$ cat src/rtl/md_pkg.sv
// Shared M-extension types and constants for the divide issue path and its helpers.
package md_pkg;

    typedef enum logic [1:0] {
        DIV  = 2'b00,
        DIVU = 2'b01,
        REM  = 2'b10,
        REMU = 2'b11
    } div_op_e;

    typedef enum logic [1:0] {
        IDLE = 2'b00,
        HOLD = 2'b01,
        DONE = 2'b10
    } state_e;

    localparam logic [31:0] DIV0_QUOT = 32'hFFFF_FFFF;
    localparam logic [31:0] INT_MIN   = 32'h8000_0000;
    localparam logic [31:0] NEG_ONE   = 32'hFFFF_FFFF;

    localparam int CNT_W = 4;

endpackage

$ cat src/rtl/md_special_case.sv
// Flags divide/remainder ops whose result follows from the operands alone (x/0, INT_MIN/-1).
// Latency: combinational; backpressure: none, pure function of its inputs.
module md_special_case
    import md_pkg::*;
(
    input  logic [1:0]  op_i,
    input  logic [31:0] op1_i,
    input  logic [31:0] op2_i,
    output logic        is_special_o,
    output logic [31:0] special_result_o
);

    div_op_e op;
    logic    div_zero;
    logic    overflow;

    assign op       = div_op_e'(op_i);
    assign div_zero = (op2_i == '0);
    assign overflow = ((op == DIV) || (op == REM)) && (op1_i == INT_MIN) && (op2_i == NEG_ONE);

    always_comb begin
        is_special_o     = div_zero || overflow;
        special_result_o = '0;
        if (div_zero) begin
            special_result_o = ((op == DIV) || (op == DIVU)) ? DIV0_QUOT : op1_i;
        end else if (overflow) begin
            special_result_o = (op == DIV) ? INT_MIN : '0;
        end
    end

endmodule

$ cat src/rtl/div_issue_ctrl.sv
// Holds divider operands for DIV_CYCLES cycles and stalls EX; x/0, overflow and cache hits finish in one cycle.
// Latency: 1 + DIV_CYCLES stall cycles (1 for special/hit), result next cycle; backpressure: drives stall_o, no downstream ready.
module div_issue_ctrl
    import md_pkg::*;
#(
    parameter int DIV_CYCLES   = 4,
    parameter bit ENABLE_CACHE = 1'b1
) (
    input  logic        clk,
    input  logic        rst_n,
    input  logic        start_i,
    input  logic [1:0]  div_opcode_i,
    input  logic [31:0] operand1_i,
    input  logic [31:0] operand2_i,
    input  logic [4:0]  rd_i,
    input  logic        flush_i,
    output logic        stall_o,
    output logic        busy_o,
    output logic [1:0]  div_opcode_o,
    output logic [31:0] operand1_o,
    output logic [31:0] operand2_o,
    input  logic [31:0] result_divide_i,
    output logic        valid_o,
    output logic [31:0] result_o,
    output logic [4:0]  rd_o
);

    localparam logic [CNT_W-1:0] CNT_INIT = 4'(DIV_CYCLES - 1);

    state_e             state_q, state_d;
    logic [CNT_W-1:0]   cnt_q, cnt_d;
    logic [1:0]         opc_q, opc_d;
    logic [31:0]        op1_q, op1_d;
    logic [31:0]        op2_q, op2_d;
    logic [4:0]         rd_q, rd_d;
    logic [31:0]        res_q, res_d;
    logic [4:0]         rd_out_q, rd_out_d;
    logic               cache_vld_q, cache_vld_d;
    logic [1:0]         cache_op_q, cache_op_d;
    logic [31:0]        cache_a_q, cache_a_d;
    logic [31:0]        cache_b_q, cache_b_d;
    logic [31:0]        cache_res_q, cache_res_d;

    logic               accept;
    logic               cache_hit;
    logic               hold_done;
    logic               is_special;
    logic [31:0]        special_result;

    md_special_case u_special (
        .op_i             (div_opcode_i),
        .op1_i            (operand1_i),
        .op2_i            (operand2_i),
        .is_special_o     (is_special),
        .special_result_o (special_result)
    );

    assign accept    = (state_q == IDLE) && start_i && !flush_i;
    assign cache_hit = ENABLE_CACHE && cache_vld_q && (cache_op_q == div_opcode_i)
                       && (cache_a_q == operand1_i) && (cache_b_q == operand2_i);
    assign hold_done = (state_q == HOLD) && (cnt_q == '0) && !flush_i;

    always_ff @(posedge clk or negedge rst_n) begin
        if (!rst_n) begin
            state_q     <= IDLE;
            cnt_q       <= '0;
            opc_q       <= '0;
            op1_q       <= '0;
            op2_q       <= '0;
            rd_q        <= '0;
            res_q       <= '0;
            rd_out_q    <= '0;
            cache_vld_q <= 1'b0;
            cache_op_q  <= '0;
            cache_a_q   <= '0;
            cache_b_q   <= '0;
            cache_res_q <= '0;
        end else begin
            state_q     <= state_d;
            cnt_q       <= cnt_d;
            opc_q       <= opc_d;
            op1_q       <= op1_d;
            op2_q       <= op2_d;
            rd_q        <= rd_d;
            res_q       <= res_d;
            rd_out_q    <= rd_out_d;
            cache_vld_q <= cache_vld_d;
            cache_op_q  <= cache_op_d;
            cache_a_q   <= cache_a_d;
            cache_b_q   <= cache_b_d;
            cache_res_q <= cache_res_d;
        end
    end

    always_comb begin
        state_d = state_q;
        case (state_q)
            IDLE: if (accept) state_d = (is_special || cache_hit) ? DONE : HOLD;
            HOLD: begin
                if (flush_i)            state_d = IDLE;
                else if (cnt_q == '0)   state_d = DONE;
            end
            DONE:    state_d = IDLE;
            default: state_d = IDLE;
        endcase
    end

    // Special results take priority over the cache and never write it.
    always_comb begin
        cnt_d       = cnt_q;
        opc_d       = opc_q;
        op1_d       = op1_q;
        op2_d       = op2_q;
        rd_d        = rd_q;
        res_d       = res_q;
        rd_out_d    = rd_out_q;
        cache_vld_d = cache_vld_q;
        cache_op_d  = cache_op_q;
        cache_a_d   = cache_a_q;
        cache_b_d   = cache_b_q;
        cache_res_d = cache_res_q;
        if (accept) begin
            opc_d = div_opcode_i;
            op1_d = operand1_i;
            op2_d = operand2_i;
            rd_d  = rd_i;
            if (is_special) begin
                res_d    = special_result;
                rd_out_d = rd_i;
            end else if (cache_hit) begin
                res_d    = cache_res_q;
                rd_out_d = rd_i;
            end else begin
                cnt_d = CNT_INIT;
            end
        end
        if (state_q == HOLD) begin
            cnt_d = (flush_i || (cnt_q == '0)) ? '0 : cnt_q - 4'd1;
        end
        if (hold_done) begin
            res_d       = result_divide_i;
            rd_out_d    = rd_q;
            cache_vld_d = 1'b1;
            cache_op_d  = opc_q;
            cache_a_d   = op1_q;
            cache_b_d   = op2_q;
            cache_res_d = result_divide_i;
        end
    end

    always_comb begin
        stall_o = accept || (state_q == HOLD);
        busy_o  = (state_q != IDLE);
        valid_o = (state_q == DONE) && !flush_i;
    end

    assign div_opcode_o = opc_q;
    assign operand1_o   = op1_q;
    assign operand2_o   = op2_q;
    assign result_o     = res_q;
    assign rd_o         = rd_out_q;

endmodule

$ cat config.mk
export PLATFORM = sky130hd
export DESIGN_NAME = div_issue_ctrl
export DESIGN_NICKNAME = d
export VERILOG_FILES = /design/src/rtl/md_pkg.sv /design/src/rtl/md_special_case.sv /design/src/rtl/div_issue_ctrl.sv
export SDC_FILE = /design/constraint.sdc
export NUM_CORES = 1
export LEC_CHECK = 0
export ABC_AREA = 1
export CAP_MARGIN = 5
export CORE_ASPECT_RATIO = 1.75
export CORE_MARGIN = 8
export CORE_UTILIZATION = 47
export DETAILED_ROUTE_END_ITERATION = 8
export PLACE_DENSITY = 0.77
export RECOVER_POWER = 50
export SLEW_MARGIN = 20
export SYNTH_ARGS = -nofsm -noshare
export SYNTH_HDL_FRONTEND = slang
export SYNTH_SLANG_ARGS = --single-unit
$ cat constraint.sdc
create_clock -name clk -period 1.6 [get_ports clk]
set_input_delay 0.24 -clock clk [delete_from_list [all_inputs] [get_ports clk]]
set_output_delay 0.24 -clock clk [all_outputs]
set_load 0.01 [all_outputs]
==> results by group, run 1 <==
Worst setup path
  – CP cell instances: clkdlybuf4s50_1 -> buf_4 -> nor2_1 -> nand3_1 -> nor2_1 -> nand2_1 -> nor2_4 -> nand2_2 -> buf_12 -> o21ai_0 -> inv_1 -> o21ai_0 -> nand3_1 -> nand2_1
  – CP top delay family: simple AND/OR/NAND/NOR gates
  – Crit Path Max Fanout: 31
  – Worst Path Buf+Inv: 4
  – Setup crit end kind: register
  – Reg2Reg Depth: 14
  – Reg2reg start: cache_b_q[18]
  – Slowest Stage Delay on Critical Path: 0.44 ns
  – Crit path required time: 2.04 ns
  – Flop2flop setup slack: -0.32 ns
  – WS Path Type: in2reg
  – Critical path's slowest cell: clkdlybuf4s50_1
  – Crit start category: input pin
  – FF-to-FF End: result_o[2]
  – Arr. time, crit path: 2.38 ns

Synthesis
  – Share of synthesized area spent on multiplexers: 0%
  – Synth Area in Simple Gates: 31.85%
  – Post-synth EDFFs: 0
  – Netlist cell types: 28
  – Most common cell in the netlist: nand2_1
  – Adder-Cell Fraction of Synth Area: 0.1151%
  – Cell accounting for the most synthesized area: dfrtp_1
  – Cells after synthesis: 1506
  – Main combinational cell family by area after synthesis: simple AND/OR/NAND/NOR gates
  – Sequential share of the synthesized area: 49.03%
  – Xor and xnor area share after synthesis: 0.5640%
  – Most frequent cells after synthesis: 579 x nand2_1, 213 x dfrtp_1, 172 x inv_1, 168 x o21ai_0, 147 x nor2_1
  – Mean Syn Cell Area: 7.218 µm²
  – Fraction of the mapped netlist area in compound gates: 9.300%
  – Ys flop type: dfrtp_1
  – Synth warnings: 0
  – Post-synthesis register bit count: 213
  – Synth area leaders: dfrtp_1 49%, nand2_1 20%, o21ai_0 7.7%
  – Share of the synthesized area in the top cell type: 49.03%
  – Async set or reset register ratio after synthesis: 100.0%
  – Post-Syn Area: 10870 µm²
  – Post-Synthesis Net Count: 1614

Final layout
  – Post-Layout Cell Count: 2218
  – Post-route cell area: 16440 µm²
  – Area growth, synth to finish: 51.20%
  – # nets final: 2008
  – Layout fillers: 1678
  – Multi-input gate area: 5000 µm²
  – Layout cells sized above 1: 20.77%
  – Reg area: 5330 µm²

STA
  – RSZ-0062 raised after global routing: true
  – Setup TNS: -14.43 ns
  – Clock Skews: 0.02123 ns
  – Least-Margin Pin Slew: 1.203 ns
  – Setup violations, final: 68
  – Fin crit period: 1.944 ns
  – Slew Limit Headroom: 19.82%
  – Hold Vio Cnt, Final: 0
  – Final WS setup: -0.3442 ns
  – Max-slew violations: 0
  – Final worst-path cycle share: 121.5%
  – Hold WS: 0.1692 ns
  – Maximum clock frequency: 0.5143 GHz

Global routing
  – Gr busiest metal: met2
  – Antenna violations before repair: 2
  – M2 GR Usage: 46.37%
  – Overflow after GRT: 0
  – Routing usage on met1: 27.75%
  – First-pass GRT wire length: 57.67 mm
  – Met3 usage: 3.918%
  – Total track usage: 25.67%
  – Largest net degree at the start of global routing: 60
  – Vias in the first global route: 11470

Drt
  – Final ANT Viol Nets: 0
  – 1st-pass router iterations: 6
  – Via Count: 11570
  – Post-Route WL: 39.74 mm
  – DR DRC count: 0
  – DR WL/cell: 17.92 µm
  – DR iter-0 viols: 919
  – Vias/cell: 5.215

Place
  – Placer Congestion: 1.028
  – DP Worst Slack: -0.7946 ns
  – I/O Buffers: 212
  – Placed inst area: 14550 µm²
  – Post-DP HPWL: 25.64 mm
  – Placed cell count: 2132

Clock tree
  – TritonCTS clock tree: built
  – CTS Buf Count: 22
  – Clk Latency, worst-skew pair: 0.52 ns
  – Clk sinks: 213
  – Root buffer cell: clkbuf_16
  – Depth of the CTS H-tree: 1
  – CTS clk-pin slew, worst paths: 0.07 ns
  – Clk buf depth: 3

Die
  – Die area: 28440 µm²
  – Initial Util: 47.80%
  – Chip height: 217.2 µm
  – Rows: 73
  – Io pins: 213
  – Core area: 22740 µm²
  – Die extent in x: 131.0 µm

Min path
  – Hold depth: 4
  – Worst Hold End: operand2_o[9]
  – Tightest Hold Check Type: in2reg
  – Hold_sp: operand2_i[9]

Pwr
  – Clk pwr share: 23.8%
  – Sw Share: 36.68%
  – Seq pwr share: 37.1%
  – Sw Pwr: 8.725 mW
  – P_leak: 8.647 nW
  – Combinational Power Share: 39.2%
  – Max VDD drop: 1.109 mV
  – Power Density: 1447 nW/µm²
  – Pint: 15.06 mW

Run
  – Max-cap violations: 0

Outcome
  – Status: finished, violations left
  – Failing checks: negative setup slack
## per-stage QoR
stage | power, mW | util, %
2_1_floorplan | 12.82 | -
6_report | 23.79 | 72.27
4_1_cts | 22.99 | 69.25
5_1_grt | 25.25 | 72.27
3_3_place_gp | 17.12 | 63.97
3_5_place_dp | 17.45 | 63.97
## metal layers
layer  share of wire (%)  wire (µm)  vias up
li1                    -          -     5452
met1                  35      13800     5448
met2                  52      20730      526
met3                 6.4       2561      141
met4                 6.7       2648        0
met5                   0          0        -
## cells by family (layout without fill, tap and decap cells)
logic type | count (synthesis) | after routing
and+or+nand+nor | 845 | 845
adders and majority gates | 1 | 1
buffers and inverters | 238 | 648
xor gates and xnor gates | 7 | 7
AOI/OAI and AO/OA | 202 | 202
DFF | 213 | 213
other | 0 | 2
## worst register-to-register path, cell delays in order, from the launching register on
cell and delay [ns]:
dfrtp_1 0.36, inv_1 0.06, nand2_1 0.07, nand2_2 0.06, nor2_2 0.13, nand2_1 0.10
nor2_1 0.11, nand3_1 0.12, nor2_2 0.14, nand2_2 0.09, nand2_4 0.09, nand2_8 0.11
buf_8 0.18, nand3_2 0.06, nand2_1 0.08
## repair_timing
item | in CTS | in global routing
hold buffers | 1 | 0
setup endpoints to repair | 204 | 140
pin swaps | 4 | 41
gates resized for setup | 177 | 138
buffers inserted | 14 | 13
hold endpoints to repair | 98 | 0
gates cloned | 7 | 13
## worst max path at each step
stage	start	endpoint	slack, ns	cells after the start
floorplan	cnt_q[0]	result_o[21]	-0.001	12
global placement	operand2_i[29]	result_o[0]	-0.76	13
detailed placement	operand2_i[29]	result_o[2]	-0.79	13
CTS	cache_b_q[19]	result_o[31]	-0.22	14
global route	operand2_i[8]	result_o[2]	-0.42	14
finish	operand2_i[8]	result_o[2]	-0.34	14
## sequential cells by signal (all words and copies together), names as in the netlist
| register | flops |
|---|---|
| cache_a_q | 32 |
| cache_b_q | 32 |
| cache_res_q | 32 |
| rd_q | 5 |
| state_q | 2 |
| operand1_o | 32 |
| cache_vld_q | 1 |
| result_o | 32 |
| rd_o | 5 |
| cnt_q | 4 |
| operand2_o | 32 |
| cache_op_q | 2 |
| div_opcode_o | 2 |
## power groups by stage
stage | logic (mW) | registers, mW | clock network (mW)
after floorplan | 3.93 | 8.89 | 0
after global placement | 8.40 | 8.72 | 0
after detailed placement | 8.65 | 8.80 | 0
after CTS | 8.58 | 8.72 | 5.69
after global routing | 10.3 | 9.07 | 5.88
final | 9.31 | 8.82 | 5.65
## cell usage in the layout (no fill, tap or decap), types with 3 or more instances in the layout
| master | n |
|---|---|
| nand2_1 | 538 |
| dfrtp_1 | 213 |
| inv_1 | 163 |
| buf_4 | 163 |
| o21ai_0 | 141 |
| nor2_1 | 130 |
| dlygate4sd2_1 | 103 |
| clkdlybuf4s50_1 | 102 |
| nand3_1 | 59 |
| o21ai_1 | 47 |
| nand3_2 | 38 |
| nand2_2 | 33 |
| clkbuf_16 | 33 |
| buf_12 | 22 |
| nor2_2 | 13 |
| o21ai_2 | 13 |
| inv_2 | 12 |
| nand2_4 | 11 |
| buf_8 | 9 |
| nor2_4 | 8 |
| buf_6 | 8 |
| nand4_1 | 6 |
| xor2_1 | 6 |
| clkbuf_8 | 6 |
| clkinv_2 | 4 |
| buf_16 | 4 |
| clkinvlp_4 | 3 |
| nand3_4 | 3 |
| bufinv_16 | 3 |
| buf_2 | 3 |
| dlymetal6s2s_1 | 3 |
## layout make-up
type | count | share of cell area, %
multi-input combinational | 1055 | 30.42
timing repair buffer | 430 | 25.83
inverter | 178 | 4.164
tap | 300 | 2.284
clock buffer | 30 | 4.027
sequential | 213 | 32.43
antenna | 2 | 0.03045
clock inverter | 10 | 0.8146
Power figures use the tool's default switching activity.
==> inputs of run 2 (changes only) <==
--- a/config.mk
+++ b/config.mk
@@ -5,11 +5,10 @@
 export SDC_FILE = /design/constraint.sdc
 export NUM_CORES = 1
 export LEC_CHECK = 0
-export ABC_AREA = 1
 export CAP_MARGIN = 5
 export CORE_ASPECT_RATIO = 1.75
 export CORE_MARGIN = 8
-export CORE_UTILIZATION = 47
+export CORE_UTILIZATION = 46
 export DETAILED_ROUTE_END_ITERATION = 8
 export PLACE_DENSITY = 0.77
 export RECOVER_POWER = 50
==> run 2 against run 1 <==
Net effect:
- the run still ends with negative setup slack left
- via count decreased by 1.1%
- worst hold slack better by 0.16 ns
- clock power fell by 7.1%
- combinational power up 16%
- sequential power increased by 9.6%
- worst setup slack got worse by 1.1 ns
- critical path type is now reg2reg
- largest cell class is now multi-input gates
- highest routed layer is now met5
==> results by group, run 2 <==
Outcome
  – Status: finished, violations left
  – Failing checks: negative setup slack

Global routing
  – Total track usage: 33.77%
  – Met3 usage: 9.156%
  – Gr busiest metal: met2
  – First-pass GRT wire length: 66.90 mm
  – Antenna violations before repair: 2
  – Routing usage on met1: 34.76%
  – M2 GR Usage: 55.20%
  – Largest net degree at the start of global routing: 47
  – Overflow after GRT: 0
  – Vias in the first global route: 11190

Worst setup path
  – FF-to-FF End: rd_o[3]
  – Reg2Reg Depth: 8
  – Flop2flop setup slack: -1.42 ns
  – Reg2reg start: cache_b_q[24]
  – Setup crit end kind: register
  – Crit Path Max Fanout: 9
  – CP Capture Point: rd_o[3]
  – Arr. time, crit path: 3.40 ns
  – Crit path required time: 1.98 ns
  – WS Path Type: reg2reg
  – Crit path launch: cache_b_q[24]
  – Crit start category: register

Synthesis
  – Post-synthesis register bit count: 213
  – Async set or reset register ratio after synthesis: 100.0%
  – Most common cell in the netlist: nand2_1
  – Netlist cell types: 43
  – Synth warnings: 0
  – Post-Synthesis Net Count: 1195
  – Post-synth EDFFs: 0
  – Most frequent cells after synthesis: 490 x nand2_1, 213 x dfrtp_1, 65 x nand3_1, 54 x o21ai_0, 44 x clkbuf_1
  – Mean Syn Cell Area: 8.897 µm²
  – Post-Syn Area: 9671 µm²
  – Sequential share of the synthesized area: 55.12%
  – Ys flop type: dfrtp_1
  – Share of the synthesized area in the top cell type: 55.12%
  – Cell accounting for the most synthesized area: dfrtp_1
  – Cells after synthesis: 1087
  – Synth area leaders: dfrtp_1 55%, nand2_1 19%, nand3_1 3.4%

Pwr
  – Sw Share: 40.07%
  – Seq pwr share: 37.6%
  – Power Total: 25.69 mW
  – P_leak: 8.866 nW
  – Max VDD drop: 0.9658 mV
  – Sw Pwr: 10.29 mW
  – Power Density: 1539 nW/µm²
  – Pint: 15.40 mW
  – Combinational Power Share: 41.9%
  – Clk pwr share: 20.4%

Die
  – Rows: 70
  – Initial Util: 46.59%
  – Die extent in x: 125.6 µm
  – Io pins: 213
  – Chip height: 207.8 µm
  – Die area: 26100 µm²
  – Core area: 20760 µm²

Drt
  – Vias/cell: 6.583
  – Via Count: 11430
  – 1st-pass router iterations: 9
  – DR DRC count: 0
  – DR WL/cell: 31.13 µm
  – Final ANT Viol Nets: 0
  – Post-Route WL: 54.08 mm
  – DR iter-0 viols: 1463

Clock tree
  – Clk Latency, worst-skew pair: 0.52 ns
  – CTS clk-pin slew, worst paths: 0.08 ns
  – Clk sinks: 213
  – CTS Buf Count: 20
  – Clk buf depth: 3
  – Root buffer cell: clkbuf_16
  – TritonCTS clock tree: built
  – Depth of the CTS H-tree: 1

Min path
  – Tightest Hold Check Type: in2reg

STA
  – Slew Limit Headroom: 7.399%
  – Maximum clock frequency: 0.3310 GHz
  – Fin crit period: 3.021 ns
  – RSZ-0062 raised after global routing: true
  – Hold Vio Cnt, Final: 0
  – Final worst-path cycle share: 188.8%
  – Final WS setup: -1.421 ns
  – Least-Margin Pin Slew: 1.389 ns
  – Clock Skews: 0.01785 ns
  – Hold WS: 0.3249 ns
  – Setup violations, final: 222
  – Setup TNS: -106.52 ns
  – Max-slew violations: 0

Place
  – Placed cell count: 1620
  – I/O Buffers: 212
  – DP Worst Slack: -1.872 ns
  – Placer Congestion: 0.9386
  – Post-DP HPWL: 24.55 mm

Final layout
  – # nets final: 1576
  – Commonest non-fill, non-tap cell in the layout: nand2_1
  – Layout cells sized above 1: 40.62%
  – Post-Layout Cell Count: 1737
  – Commonest non-fill, non-tap cells in the layout: 218 x nand2_1, 210 x dfrtp_1, 155 x nand2_2
  – Area growth, synth to finish: 72.58%

Run
  – Max-cap violations: 0
-- run 2: area by class of cell --
type                            count  area, µm²
Clock inverter                      8      95.09
Fill cell                        1029       4068
Sequential cell                   213       5334
Inverter                           23      86.33
Tap cell                          252      315.3
Clock buffer                       28      601.8
Antenna cell                        3      7.507
Multi-Input combinational cell    795       5545
Timing Repair Buffer              415       4705
-- run 2: worst max-delay path, stage by stage (launching register included) --
cell	delay, ns
dfrtp_1	0.46
xor2_1	0.18
nor4_1	0.51
nand4_1	0.16
or4_1	0.47
o31a_1	0.31
o21a_4	0.29
clkbuf_16	0.21
mux2_2	0.29
-- run 2: worst min-delay path by stage --
stage,startpoint,end,cells after the start
2_1_floorplan,rst_n,cache_a_q[0],0
3_3_place_gp,rst_n,operand2_o[23],1
3_5_place_dp,rst_n,operand2_o[23],1
4_1_cts,rst_n,operand2_o[23],2
5_1_grt,rd_i[3],rd_q[3],3
6_report,result_divide_i[9],cache_res_q[9],3
-- run 2: cell families (layout without fill, tap and decap cells) --
kind of cell	count (synthesis)	in the layout	synth area share, %
buf+inv	79	474	3.312
other cells	0	3	0
flops	213	213	55.12
fa+ha+maj	1	1	0.1294
simple gates	627	627	27.02
mux	38	38	5.149
xor+xnor	48	48	4.347
compound gates	81	81	4.930
-- run 2: power by group through the flow --
| stage | Combinational [mW] | Sequential [mW] | Clock [mW] |
|---|---|---|---|
| 5_1_grt | 11.2 | 9.79 | 5.43 |
| 4_1_cts | 8.74 | 8.95 | 5.09 |
| 6_report | 10.8 | 9.67 | 5.25 |
| 3_5_place_dp | 7.96 | 8.94 | 0 |
| 3_3_place_gp | 7.73 | 8.84 | 0 |
| 2_1_floorplan | 3.20 | 9.12 | 0 |
-- run 2: stage by stage --
stage | instance area (µm²) | utilization [%]
after global routing | 16680 | 80.38
after detailed placement | 13030 | 62.76
after floorplan | 9754 | -
after global placement | 13030 | 62.76
final | 16690 | 80.40
after CTS | 15490 | 74.65
-- run 2: what timing repair did --
action                                  4_1_cts  5_1_grt
endpoints found under the setup margin      308      218
pin swaps                                   193      132
hold buffers                                  1        0
gates resized for setup                     383      325
gates cloned                                 29        7
hold endpoints to repair                     65        0
buffers inserted                             28       28
-- run 2: per-layer routing --
metal  vias up  wire [µm]  part of all wire, %
met5         -         51                0.094
met4         2       6801                   13
met3       501       7051                   13
met2      1160      24200                   45
met1      5450      15970                   30
li1       4321          -                    -
